===== src/rtl/sound_arbiter_pkg.sv =====
// Shared definitions for the sound arbiter: source indices, FSM states,
// default field widths and a one-hot helper.
`timescale 1ns/1ps
package sound_arbiter_pkg;

  localparam int NUM_SRC    = 3;
  localparam int DEF_OCT_W  = 2;
  localparam int DEF_NOTE_W = 3;
  localparam int DEF_LEN_W  = 3;

  typedef logic [1:0] src_idx_t;

  localparam src_idx_t SRC_LIVE = 2'd0;
  localparam src_idx_t SRC_SONG = 2'd1;
  localparam src_idx_t SRC_REC  = 2'd2;
  localparam src_idx_t SRC_NONE = 2'd3;

  typedef enum logic [1:0] {
    ST_IDLE = 2'd0,
    ST_PLAY = 2'd1,
    ST_GAP  = 2'd2
  } arb_state_e;

  // One-hot source vector; SRC_NONE maps to all zeros
  function automatic logic [NUM_SRC-1:0] src_onehot(input src_idx_t idx);
    logic [NUM_SRC-1:0] oh;
    oh = '0;
    if (idx != SRC_NONE) oh[idx] = 1'b1;
    return oh;
  endfunction

endpackage


===== src/rtl/sound_arbiter_if.sv =====
// Bundle between the mode controllers / sound unit side and the arbiter.
// The arbiter connects through the slave modport; the environment that
// drives requests and the sound unit's over pulse uses the master modport.
`timescale 1ns/1ps
interface sound_arbiter_if
  import sound_arbiter_pkg::*;
#(
  parameter int OCT_W  = DEF_OCT_W,
  parameter int NOTE_W = DEF_NOTE_W,
  parameter int LEN_W  = DEF_LEN_W
) ();

  logic [NUM_SRC-1:0]        req;
  logic [NUM_SRC*OCT_W-1:0]  req_oct;
  logic [NUM_SRC*NOTE_W-1:0] req_note;
  logic [NUM_SRC*LEN_W-1:0]  req_len;
  logic [NUM_SRC-1:0]        gnt;
  logic [NUM_SRC-1:0]        done;
  logic                      done_abort;
  logic                      snd_start;
  logic                      snd_abort;
  logic [OCT_W-1:0]          snd_oct;
  logic [NOTE_W-1:0]         snd_note;
  logic [LEN_W-1:0]          snd_len;
  logic                      snd_over;
  logic                      busy;
  src_idx_t                  owner;
  logic                      timeout_err;

  modport slave (
    input  req, req_oct, req_note, req_len, snd_over,
    output gnt, done, done_abort, snd_start, snd_abort,
           snd_oct, snd_note, snd_len, busy, owner, timeout_err
  );

  modport master (
    output req, req_oct, req_note, req_len, snd_over,
    input  gnt, done, done_abort, snd_start, snd_abort,
           snd_oct, snd_note, snd_len, busy, owner, timeout_err
  );

endinterface


===== src/rtl/sound_arbiter_rr_pick2.sv =====
// Combinational round-robin pick between the song and record sources.
// rr = 0 means song is preferred when both request, rr = 1 prefers record.
`timescale 1ns/1ps
module rr_pick2 (
  input  logic req_song,
  input  logic req_rec,
  input  logic rr,
  output logic pick_valid,
  output logic pick_rec
);

  // Record wins if it is alone or if it holds the round-robin turn
  always_comb begin
    pick_valid = req_song | req_rec;
    pick_rec   = req_rec & (~req_song | rr);
  end

endmodule


===== src/rtl/sound_arbiter.sv =====
// Shares one note-sound unit between live keys, song autoplay and record
// replay. Live has fixed top priority, song/record alternate round-robin.
// A granted note is latched, started, and held until the sound unit reports
// over (or the watchdog gives up), followed by an optional silent gap.
// Optional feature: define LIVE_PREEMPT_EN to let a live request abort a
// song or record note in progress and take the unit immediately.
`timescale 1ns/1ps
module sound_arbiter
  import sound_arbiter_pkg::*;
#(
  parameter int OCT_W           = DEF_OCT_W,
  parameter int NOTE_W          = DEF_NOTE_W,
  parameter int LEN_W           = DEF_LEN_W,
  parameter int GAP_CYCLES      = 16,
  parameter int MAX_NOTE_CYCLES = 2**24
) (
  input  logic           clk,
  input  logic           rst,
  sound_arbiter_if.slave bus
);

  localparam int WD_W  = $clog2(MAX_NOTE_CYCLES) + 1;
  localparam int GAP_W = $clog2(GAP_CYCLES + 1) + 1;
  localparam logic [WD_W-1:0]  WD_LAST  = WD_W'(MAX_NOTE_CYCLES - 1);
  localparam logic [GAP_W-1:0] GAP_LAST = GAP_W'((GAP_CYCLES > 0) ? GAP_CYCLES - 1 : 0);
  localparam bit HAS_GAP = (GAP_CYCLES > 0);

  arb_state_e          state_q, state_d;
  logic [NUM_SRC-1:0]  gnt_q, gnt_d;
  logic [NUM_SRC-1:0]  done_q, done_d;
  logic                done_abort_q, done_abort_d;
  logic                snd_start_q, snd_start_d;
  logic                snd_abort_q, snd_abort_d;
  logic [OCT_W-1:0]    snd_oct_q, snd_oct_d;
  logic [NOTE_W-1:0]   snd_note_q, snd_note_d;
  logic [LEN_W-1:0]    snd_len_q, snd_len_d;
  src_idx_t            owner_q, owner_d;
  logic                rr_q, rr_d;
  logic [WD_W-1:0]     wd_cnt_q, wd_cnt_d;
  logic [GAP_W-1:0]    gap_cnt_q, gap_cnt_d;
  logic                timeout_err_q, timeout_err_d;

  logic                pick_valid;
  logic                pick_rec;
  logic                win_valid;
  src_idx_t            win_idx;
  logic [OCT_W-1:0]    win_oct;
  logic [NOTE_W-1:0]   win_note;
  logic [LEN_W-1:0]    win_len;
  logic                over_hit;
  logic                timeout_hit;
  logic                preempt_hit;
  logic                gap_done;

  rr_pick2 u_rr_pick2 (
    .req_song   (bus.req[SRC_SONG]),
    .req_rec    (bus.req[SRC_REC]),
    .rr         (rr_q),
    .pick_valid (pick_valid),
    .pick_rec   (pick_rec)
  );

  // Winner selection: live first, otherwise the round-robin pick, plus its fields
  always_comb begin
    win_valid = 1'b0;
    win_idx   = SRC_NONE;
    if (bus.req[SRC_LIVE]) begin
      win_valid = 1'b1;
      win_idx   = SRC_LIVE;
    end else if (pick_valid) begin
      win_valid = 1'b1;
      win_idx   = pick_rec ? SRC_REC : SRC_SONG;
    end
    win_oct  = bus.req_oct[0 +: OCT_W];
    win_note = bus.req_note[0 +: NOTE_W];
    win_len  = bus.req_len[0 +: LEN_W];
    for (int i = 1; i < NUM_SRC; i++) begin
      if (win_idx == src_idx_t'(i)) begin
        win_oct  = bus.req_oct[i*OCT_W +: OCT_W];
        win_note = bus.req_note[i*NOTE_W +: NOTE_W];
        win_len  = bus.req_len[i*LEN_W +: LEN_W];
      end
    end
  end

  assign over_hit    = bus.snd_over;
  assign timeout_hit = (wd_cnt_q == WD_LAST);
  assign gap_done    = (gap_cnt_q == GAP_LAST);

`ifdef LIVE_PREEMPT_EN
  assign preempt_hit = bus.req[SRC_LIVE] && (owner_q != SRC_LIVE);
`else
  assign preempt_hit = 1'b0;
`endif

  // State register
  always_ff @(posedge clk) begin
    if (rst) state_q <= ST_IDLE;
    else     state_q <= state_d;
  end

  // Next-state logic: grant in IDLE, note end in PLAY, countdown in GAP
  always_comb begin
    state_d = state_q;
    case (state_q)
      ST_IDLE: begin
        if (win_valid) state_d = ST_PLAY;
      end
      ST_PLAY: begin
        if (over_hit)         state_d = HAS_GAP ? ST_GAP : ST_IDLE;
        else if (preempt_hit) state_d = ST_IDLE;
        else if (timeout_hit) state_d = HAS_GAP ? ST_GAP : ST_IDLE;
      end
      ST_GAP: begin
        if (gap_done) state_d = ST_IDLE;
      end
      default: state_d = ST_IDLE;
    endcase
  end

  // Output and datapath next values; pulses default low, latched fields hold
  always_comb begin
    gnt_d         = '0;
    done_d        = '0;
    done_abort_d  = 1'b0;
    snd_start_d   = 1'b0;
    snd_abort_d   = 1'b0;
    snd_oct_d     = snd_oct_q;
    snd_note_d    = snd_note_q;
    snd_len_d     = snd_len_q;
    owner_d       = owner_q;
    rr_d          = rr_q;
    wd_cnt_d      = wd_cnt_q;
    gap_cnt_d     = gap_cnt_q;
    timeout_err_d = timeout_err_q;
    case (state_q)
      ST_IDLE: begin
        if (win_valid) begin
          gnt_d       = src_onehot(win_idx);
          snd_start_d = 1'b1;
          snd_oct_d   = win_oct;
          snd_note_d  = win_note;
          snd_len_d   = win_len;
          owner_d     = win_idx;
          wd_cnt_d    = '0;
          if (win_idx == SRC_SONG) rr_d = 1'b1;
          if (win_idx == SRC_REC)  rr_d = 1'b0;
        end
      end
      ST_PLAY: begin
        wd_cnt_d  = wd_cnt_q + 1'b1;
        gap_cnt_d = '0;
        if (over_hit) begin
          done_d  = src_onehot(owner_q);
          owner_d = SRC_NONE;
        end else if (preempt_hit) begin
          done_d       = src_onehot(owner_q);
          done_abort_d = 1'b1;
          snd_abort_d  = 1'b1;
          owner_d      = SRC_NONE;
        end else if (timeout_hit) begin
          done_d        = src_onehot(owner_q);
          done_abort_d  = 1'b1;
          snd_abort_d   = 1'b1;
          timeout_err_d = 1'b1;
          owner_d       = SRC_NONE;
        end
      end
      ST_GAP: begin
        gap_cnt_d = gap_cnt_q + 1'b1;
        owner_d   = SRC_NONE;
      end
      default: begin
        owner_d = SRC_NONE;
      end
    endcase
  end

  // Output, field and counter registers
  always_ff @(posedge clk) begin
    if (rst) begin
      gnt_q         <= '0;
      done_q        <= '0;
      done_abort_q  <= 1'b0;
      snd_start_q   <= 1'b0;
      snd_abort_q   <= 1'b0;
      snd_oct_q     <= '0;
      snd_note_q    <= '0;
      snd_len_q     <= '0;
      owner_q       <= SRC_NONE;
      rr_q          <= 1'b0;
      wd_cnt_q      <= '0;
      gap_cnt_q     <= '0;
      timeout_err_q <= 1'b0;
    end else begin
      gnt_q         <= gnt_d;
      done_q        <= done_d;
      done_abort_q  <= done_abort_d;
      snd_start_q   <= snd_start_d;
      snd_abort_q   <= snd_abort_d;
      snd_oct_q     <= snd_oct_d;
      snd_note_q    <= snd_note_d;
      snd_len_q     <= snd_len_d;
      owner_q       <= owner_d;
      rr_q          <= rr_d;
      wd_cnt_q      <= wd_cnt_d;
      gap_cnt_q     <= gap_cnt_d;
      timeout_err_q <= timeout_err_d;
    end
  end

  assign bus.gnt         = gnt_q;
  assign bus.done        = done_q;
  assign bus.done_abort  = done_abort_q;
  assign bus.snd_start   = snd_start_q;
  assign bus.snd_abort   = snd_abort_q;
  assign bus.snd_oct     = snd_oct_q;
  assign bus.snd_note    = snd_note_q;
  assign bus.snd_len     = snd_len_q;
  assign bus.busy        = (state_q != ST_IDLE);
  assign bus.owner       = owner_q;
  assign bus.timeout_err = timeout_err_q;

endmodule

===== src/flat_wrapper.sv =====
// flat-port wrapper written by rule: the top's interface ports become plain ports
module sound_arbiter_flat import sound_arbiter_pkg::*;
#(
  parameter int OCT_W           = DEF_OCT_W,
  parameter int NOTE_W          = DEF_NOTE_W,
  parameter int LEN_W           = DEF_LEN_W,
  parameter int GAP_CYCLES      = 16,
  parameter int MAX_NOTE_CYCLES = 2**24
)
  (clk, rst, bus_req, bus_req_oct, bus_req_note, bus_req_len, bus_snd_over, bus_gnt, bus_done, bus_done_abort, bus_snd_start, bus_snd_abort, bus_snd_oct, bus_snd_note, bus_snd_len, bus_busy, bus_owner, bus_timeout_err);
  sound_arbiter_if #(.OCT_W(OCT_W), .NOTE_W(NOTE_W), .LEN_W(LEN_W)) bus_i ();
  input  logic clk;
  input  logic rst;
  input wire logic [$bits(bus_i.req)-1:0] bus_req;
  input wire logic [$bits(bus_i.req_oct)-1:0] bus_req_oct;
  input wire logic [$bits(bus_i.req_note)-1:0] bus_req_note;
  input wire logic [$bits(bus_i.req_len)-1:0] bus_req_len;
  input wire logic [$bits(bus_i.snd_over)-1:0] bus_snd_over;
  output wire logic [$bits(bus_i.gnt)-1:0] bus_gnt;
  output wire logic [$bits(bus_i.done)-1:0] bus_done;
  output wire logic [$bits(bus_i.done_abort)-1:0] bus_done_abort;
  output wire logic [$bits(bus_i.snd_start)-1:0] bus_snd_start;
  output wire logic [$bits(bus_i.snd_abort)-1:0] bus_snd_abort;
  output wire logic [$bits(bus_i.snd_oct)-1:0] bus_snd_oct;
  output wire logic [$bits(bus_i.snd_note)-1:0] bus_snd_note;
  output wire logic [$bits(bus_i.snd_len)-1:0] bus_snd_len;
  output wire logic [$bits(bus_i.busy)-1:0] bus_busy;
  output wire logic [$bits(bus_i.owner)-1:0] bus_owner;
  output wire logic [$bits(bus_i.timeout_err)-1:0] bus_timeout_err;
  assign bus_i.req = bus_req;
  assign bus_i.req_oct = bus_req_oct;
  assign bus_i.req_note = bus_req_note;
  assign bus_i.req_len = bus_req_len;
  assign bus_i.snd_over = bus_snd_over;
  assign bus_gnt = bus_i.gnt;
  assign bus_done = bus_i.done;
  assign bus_done_abort = bus_i.done_abort;
  assign bus_snd_start = bus_i.snd_start;
  assign bus_snd_abort = bus_i.snd_abort;
  assign bus_snd_oct = bus_i.snd_oct;
  assign bus_snd_note = bus_i.snd_note;
  assign bus_snd_len = bus_i.snd_len;
  assign bus_busy = bus_i.busy;
  assign bus_owner = bus_i.owner;
  assign bus_timeout_err = bus_i.timeout_err;
  sound_arbiter #(.OCT_W(OCT_W), .NOTE_W(NOTE_W), .LEN_W(LEN_W), .GAP_CYCLES(GAP_CYCLES), .MAX_NOTE_CYCLES(MAX_NOTE_CYCLES)) u_core (.clk(clk), .rst(rst), .bus(bus_i));
endmodule

===== config.mk =====
export PLATFORM = sky130hd
export DESIGN_NAME = sound_arbiter_flat
export DESIGN_NICKNAME = d
export VERILOG_FILES = /design/src/rtl/sound_arbiter_pkg.sv /design/src/rtl/sound_arbiter_if.sv /design/src/rtl/sound_arbiter_rr_pick2.sv /design/src/rtl/sound_arbiter.sv /design/src/flat_wrapper.sv
export SDC_FILE = /design/constraint.sdc
export NUM_CORES = 1
export LEC_CHECK = 0
export ABC_CLOCK_PERIOD_IN_PS = 4700
export CORE_ASPECT_RATIO = 0.75
export CORE_MARGIN = 2
export CORE_UTILIZATION = 54
export DETAILED_ROUTE_END_ITERATION = 12
export PLACE_DENSITY = 0.83
export SLEW_MARGIN = 40
export SYNTH_ARGS = -nofsm -noshare
export SYNTH_HDL_FRONTEND = slang
export SYNTH_SLANG_ARGS = --single-unit

===== constraint.sdc =====
create_clock -name clk -period 4.7 [get_ports clk]
set_clock_uncertainty 0.2 [all_clocks]
set_input_delay 0.94 -clock clk [delete_from_list [all_inputs] [get_ports clk]]
set_output_delay 0.94 -clock clk [all_outputs]
set_load 0.01 [all_outputs]

* Word level (Yosys, flattened, before mapping)
Cells that the tools add are included.
Storage, ports and cells: register bits after elaboration 53, input bits 30
Cells by class: add/sub/neg operators 2, magnitude comparators 4, eq/ne operators 11, multiplexer cells 34, bitwise gates (word level) 9, reduce and logical (&&, ||, !) cells 17
Operators with widths (number):
- case mux 25 bit (2 select lines) | 1
- adder 25 x 1 -> 25 bit (second input constant) | 1
- equality test 25 x 24 -> 1 bit (second input constant) | 1
- 2-to-1 mux 25 bit | 1
- 2-to-1 mux 2 bit | 12
- 2-to-1 mux 3 bit | 7
- case mux 6 bit (2 select lines) | 1
- AND reduction 3 bit | 3
- 2-to-1 mux 1 bit | 8
- nonzero test 2 bit | 4
- adder 6 x 1 -> 6 bit (second input constant) | 1
- equality test 6 x 4 -> 1 bit (second input constant) | 1
- < comparator 2 x 3 -> 1 bit (second input constant) | 2
- NOT 1 bit | 6
- case mux 2 bit (3 select lines) | 1
- AND reduction 2 bit | 3
- demux 1 bit (select 2 bit) | 2
- equality test 2 x 1 -> 1 bit (second input constant) | 2
- equality test 2 bit (second input constant) | 2
- greater-or-equal comparator 2 x 1 -> 1 bit (second input constant) | 2
- != test 2 x 1 -> 1 bit (second input constant) | 2
- != test 2 bit (second input constant) | 2
- case mux 2 bit (2 select lines) | 1
- OR reduction 2 bit | 2
- other kinds (7) | 9

* Depth between registers and ports, before layout
word-level depth 10, gate-level depth with buffers 9, gate-level depth less buffers 7

* Cells and area by module
From an unflattened synthesis, not the netlist that was laid out.
Unflattened totals: cell total of the unflattened synthesis 281, area total of the unflattened synthesis 2596.2 sq um
By module, submodules not included:
- sound_arbiter | instances 1, cells each 278, area each 2578.7 sq um, seq. area each 1061.0 sq um
- rr_pick2 | instances 1, cells each 3, area each 17.5 sq um, seq. area each 0.0 sq um

* Worst setup path after synthesis
Ideal clock, no wire load.
path type input to register, start in bus_req[1], end reg u_core.wd_cnt_q[19], arrival 2.431 ns, data required time 4.429 ns, slack 1.998 ns, stages on the path 5, cells stage by stage nor4b_4 -> or4_1 -> or4_4 -> or3_1 -> a21oi_1
On the way: word-level cells in the longest chain between the ends 5
RTL lines:
- start: declaration | RTL line flat_wrapper.sv:14 | input wire logic [$bits(bus_i.req)-1:0] bus_req;
- bitwise OR 1 bit | RTL line sound_arbiter_rr_pick2.sv:14 | pick_valid = req_song | req_rec;
- 2-to-1 mux 1 bit | RTL line sound_arbiter.sv:70 | end else if (pick_valid) begin
- 2-to-1 mux 1 bit | RTL line sound_arbiter.sv:67 | if (bus.req[SRC_LIVE]) begin
- != test 2 x 1 -> 1 bit (no source line)
- AND reduction 2 bit (no source line)
- end signal: assignment | RTL line sound_arbiter.sv:206 | wd_cnt_q <= wd_cnt_d;
- end: declaration | RTL line sound_arbiter.sv:39 | logic [WD_W-1:0] wd_cnt_q, wd_cnt_d;
Every way passes these cells. A chain may end at the register's enable or synchronous reset.

* Worst setup path in the final report
start in bus_req[2], end reg u_core.wd_cnt_q[21]
Same word-level chain as after synthesis.

==> results.py <==
metrics = {
    "sta": {
        "setup_viol": 0,
        "period_needed_ns": 3.34,
        "hold_viol_final": 0,
        "drv_slew": 0,
        "setup_tns_ns": 0,
        "relSlewSlack_pct": 49.8,
        "timing.final.crit_share_pct": 71.1,
        "worstMarginPinSlew_ns": 0.747,
        "fmax_mhz": 299,
        "grt_setup_unrepaired": "false",
    },
    "yosys": {
        "synth.distinct_cells": 38,
        "yosysTopAreaCellShare_pct": 43.5,
        "synth-seq-cells": 53,
        "synth_flop_cell": "dfxtp_1",
        "synth_top_cell_by_area": "dfxtp_1",
        "synth_edf_count": 0,
        "async_flop_share_pct": 0,
        "netlist_area_um2": 2440,
        "synthCells": 279,
        "ys_warn_count": 0,
        "synth_nets": 315,
        "postSynthAreaPerCell_um2": 8.74,
        "synth.area.top_cells": "dfxtp_1 (43%), nor2_1 (5.8%), mux2i_1 (4.9%)",
        "ys_seq_area_share_pct": 43.5,
    },
    "power": {
        "ir_worst_vdd_uv": 241,
        "internal_power_w": 0.000776,
        "clockPowerShare_pct": 20.2,
        "seq_power_share_pct": 46.5,
        "switching_power_w": 0.000378,
        "p_leak_nw": 1.12,
        "cellPowerDensity_nw_per_um2": 378,
        "pwr-share-comb_pct": 33.2,
        "switching_share_pct": 32.7,
    },
    "placement": {
        "place_area_um2": 2980,
        "dp_hpwl_um": 3790,
        "io_buffers": 50,
        "numPlacedInstances": 378,
        "place.gp.congestion": 0.768,
    },
    "clocking": {
        "htreeDepth": 2,
        "cts.sinks": 53,
        "clk_latency_ns": 0.30,
        "cts_setup_buffers": 0,
        "cts_resized": 0,
        "tritoncts": "built",
        "root_buffer": "clkbuf_8",
        "hold_buffers": 0,
        "cts_buffers": 5,
        "cts_buffer_depth": 2,
        "clkTransAtPathRegs_ns": 0.09,
    },
    "drt": {
        "wl_per_cell_um": 13.0,
        "drt_iter0_markers": 114,
        "viasPerCell": 5.31,
        "first_pass_iters": 4,
        "vias": 2038,
        "totalWireLength_um": 5000,
        "drc_errors": 0,
        "ant_nets": 0,
    },
    "global_routing": {
        "grtUsageMet2_pct": 32.1,
        "grtUsageTotal_pct": 20.5,
        "antenna_found_initial": 0,
        "grt.busiest_layer": "met2",
        "grt_start_max_net_pins": 24,
        "grt_pass1_wl_um": 8110,
        "grt_util_met3_pct": 5.67,
        "overflow": 0,
        "gr-usage-met1_pct": 27.4,
        "grt_pass1_vias": 1807,
    },
    "worst_setup_path": {
        "critPathBufInv": 1,
        "crit_type": "in -> reg",
        "cpPeakStageDelay_ns": 0.70,
        "arrival_ns": 3.38,
        "critPathMaxFanout": 11,
        "r2r.worst_path.cells": 7,
        "critical_path.top_delay_family": "simple AND/OR/NAND/NOR gates",
        "crit_cells": 6,
        "cp_data_required_time_ns": 4.74,
        "worstPathCellList": "clkdlybuf4s50_1, nor4b_4, or4_1, or4_4, or3_1, a21oi_1",
        "endpoint_kind": "register",
        "cp_slowest_cell": "or4_1",
        "cp-start-kind": "primary input",
    },
    "floorplan": {
        "core_um2": 4410,
        "die_w_um": 81.6,
        "dieArea_um2": 5080,
        "start_util_pct": 55.3,
        "die_h_um": 62.2,
        "io_pins": 51,
        "fp-row-count": 21,
    },
    "cells_and_area": {
        "fill_cells": 344,
        "final_common_cell": "dfxtp_1",
        "diodes": 0,
        "final_nets": 364,
        "stdcell_area_um2": 3050,
        "fin_cells": 384,
        "drive_above_1_share_pct": 6.12,
        "final_cell_mix": "dfxtp_1 (53), clkdlybuf4s50_1 (50), nor2_1 (38), nand2_1 (24), o21ai_0 (17)",
        "syn_to_final_growth_pct": 25.2,
    },
    "run": {
        "cap_viol_max_count": 0,
    },
    "worst_hold_path": {
        "hold_class": "reg -> reg",
        "hold_depth": 2,
    },
    "run_status": {
        "status": "completed",
    },
}
==> cells in the mapped netlist (all sizes together) (2+ instances only) <==
cell / count
a31oi: 2
nor4: 3
or4: 4
inv: 12
mux2: 8
or3: 7
and4: 2
mux2i: 12
nor3: 8
xnor2: 9
dfxtp: 53
nand2b: 6
nand2: 24
nor2: 38
clkbuf: 8
nor3b: 3
nand3: 9
o21ai: 18
nand4: 11
a21oi: 13
ha: 6
xor2: 11
==> power groups by stage <==
stage / clock network, W / logic, W / registers [W]
CTS: 0.000239 / 0.000386 / 0.000537
detailed placement: 0 / 0.000384 / 0.000548
floorplan: 0 / 0.000211 / 0.000557
global route: 0.000257 / 0.000425 / 0.000544
finish: 0.000233 / 0.000384 / 0.000537
global placement: 0 / 0.000377 / 0.000545
==> path summary, 6_finish.rpt <==
path,start,to,slack (ns)
min reg2reg,u_core.bus.snd_oct[0]$_SDFFE_PP0P_,u_core.bus.snd_oct[0]$_SDFFE_PP0P_,0.26
min,u_core.bus.snd_oct[0]$_SDFFE_PP0P_,u_core.bus.snd_oct[0]$_SDFFE_PP0P_,0.26
max reg2reg,u_core.state_q[0]$_SDFFE_PP0P_,u_core.wd_cnt_q[21]$_SDFFE_PP0P_,1.73
max,bus_req[2],u_core.wd_cnt_q[21]$_SDFFE_PP0P_,1.36
==> flip-flops by register name (all words and copies together) (netlist names) <==
signal                  cells
u_core.wd_cnt_q            25
u_core.bus.snd_start        1
u_core.bus.snd_oct          2
u_core.bus.snd_len          3
u_core.bus.timeout_err      1
u_core.rr_q                 1
u_core.state_q              2
u_core.bus.done             3
u_core.bus.snd_note         3
u_core.gap_cnt_q            6
u_core.bus.done_abort       1
u_core.bus.owner            2
u_core.bus.gnt              3
==> cells by family (layout without fill, tap and decap cells) <==
kind of cell,after synthesis,count (layout),synth area share (%)
fa+ha+maj,6,6,3.08
mux,20,20,8.62
flops,53,53,43.5
buf+inv,21,69,3.44
xor+xnor,20,20,7.18
simple gates,120,120,25.4
compound gates,39,39,8.82
==> layout make-up <==
| class | instances | area [µm²] | area share (%) |
|---|---|---|---|
| timing repair buffer | 51 | 508 | 16.6 |
| tap | 57 | 71.3 | 2.34 |
| clock inverter | 1 | 5.00 | 0.164 |
| multi-input combinational | 205 | 1290 | 42.4 |
| inverter | 12 | 45.0 | 1.47 |
| sequential | 53 | 1060 | 34.7 |
| clock buffer | 5 | 68.8 | 2.25 |
==> tightest hold or removal path, stage by stage, from the launching register on <==
cell	delay (ns)
dfxtp_1	0.33
nand2_1	0.04
o21ai_0	0.06
==> routing by layer <==
layer | vias to the layer above | wire length (µm) | share of wire (%)
met2 | 50 | 2280 | 46
met5 | - | 0 | 0
met4 | 0 | 61 | 1.2
met3 | 6 | 306 | 6.1
met1 | 917 | 2350 | 47
li1 | 1065 | - | -
==> metrics by stage <==
step	utilization [%]	hold slack (ns)	power [W]	setup WS (ns)
2_1_floorplan	-	0.245	0.000768	2.00
3_3_place_gp	67.5	0.235	0.000923	1.12
3_5_place_dp	67.5	0.242	0.000932	1.07
4_1_cts	69.2	0.262	0.00116	1.38
5_1_grt	69.2	0.293	0.00123	1.28
6_report	69.2	0.261	0.00115	1.36
(Power assumes the default switching activity.)
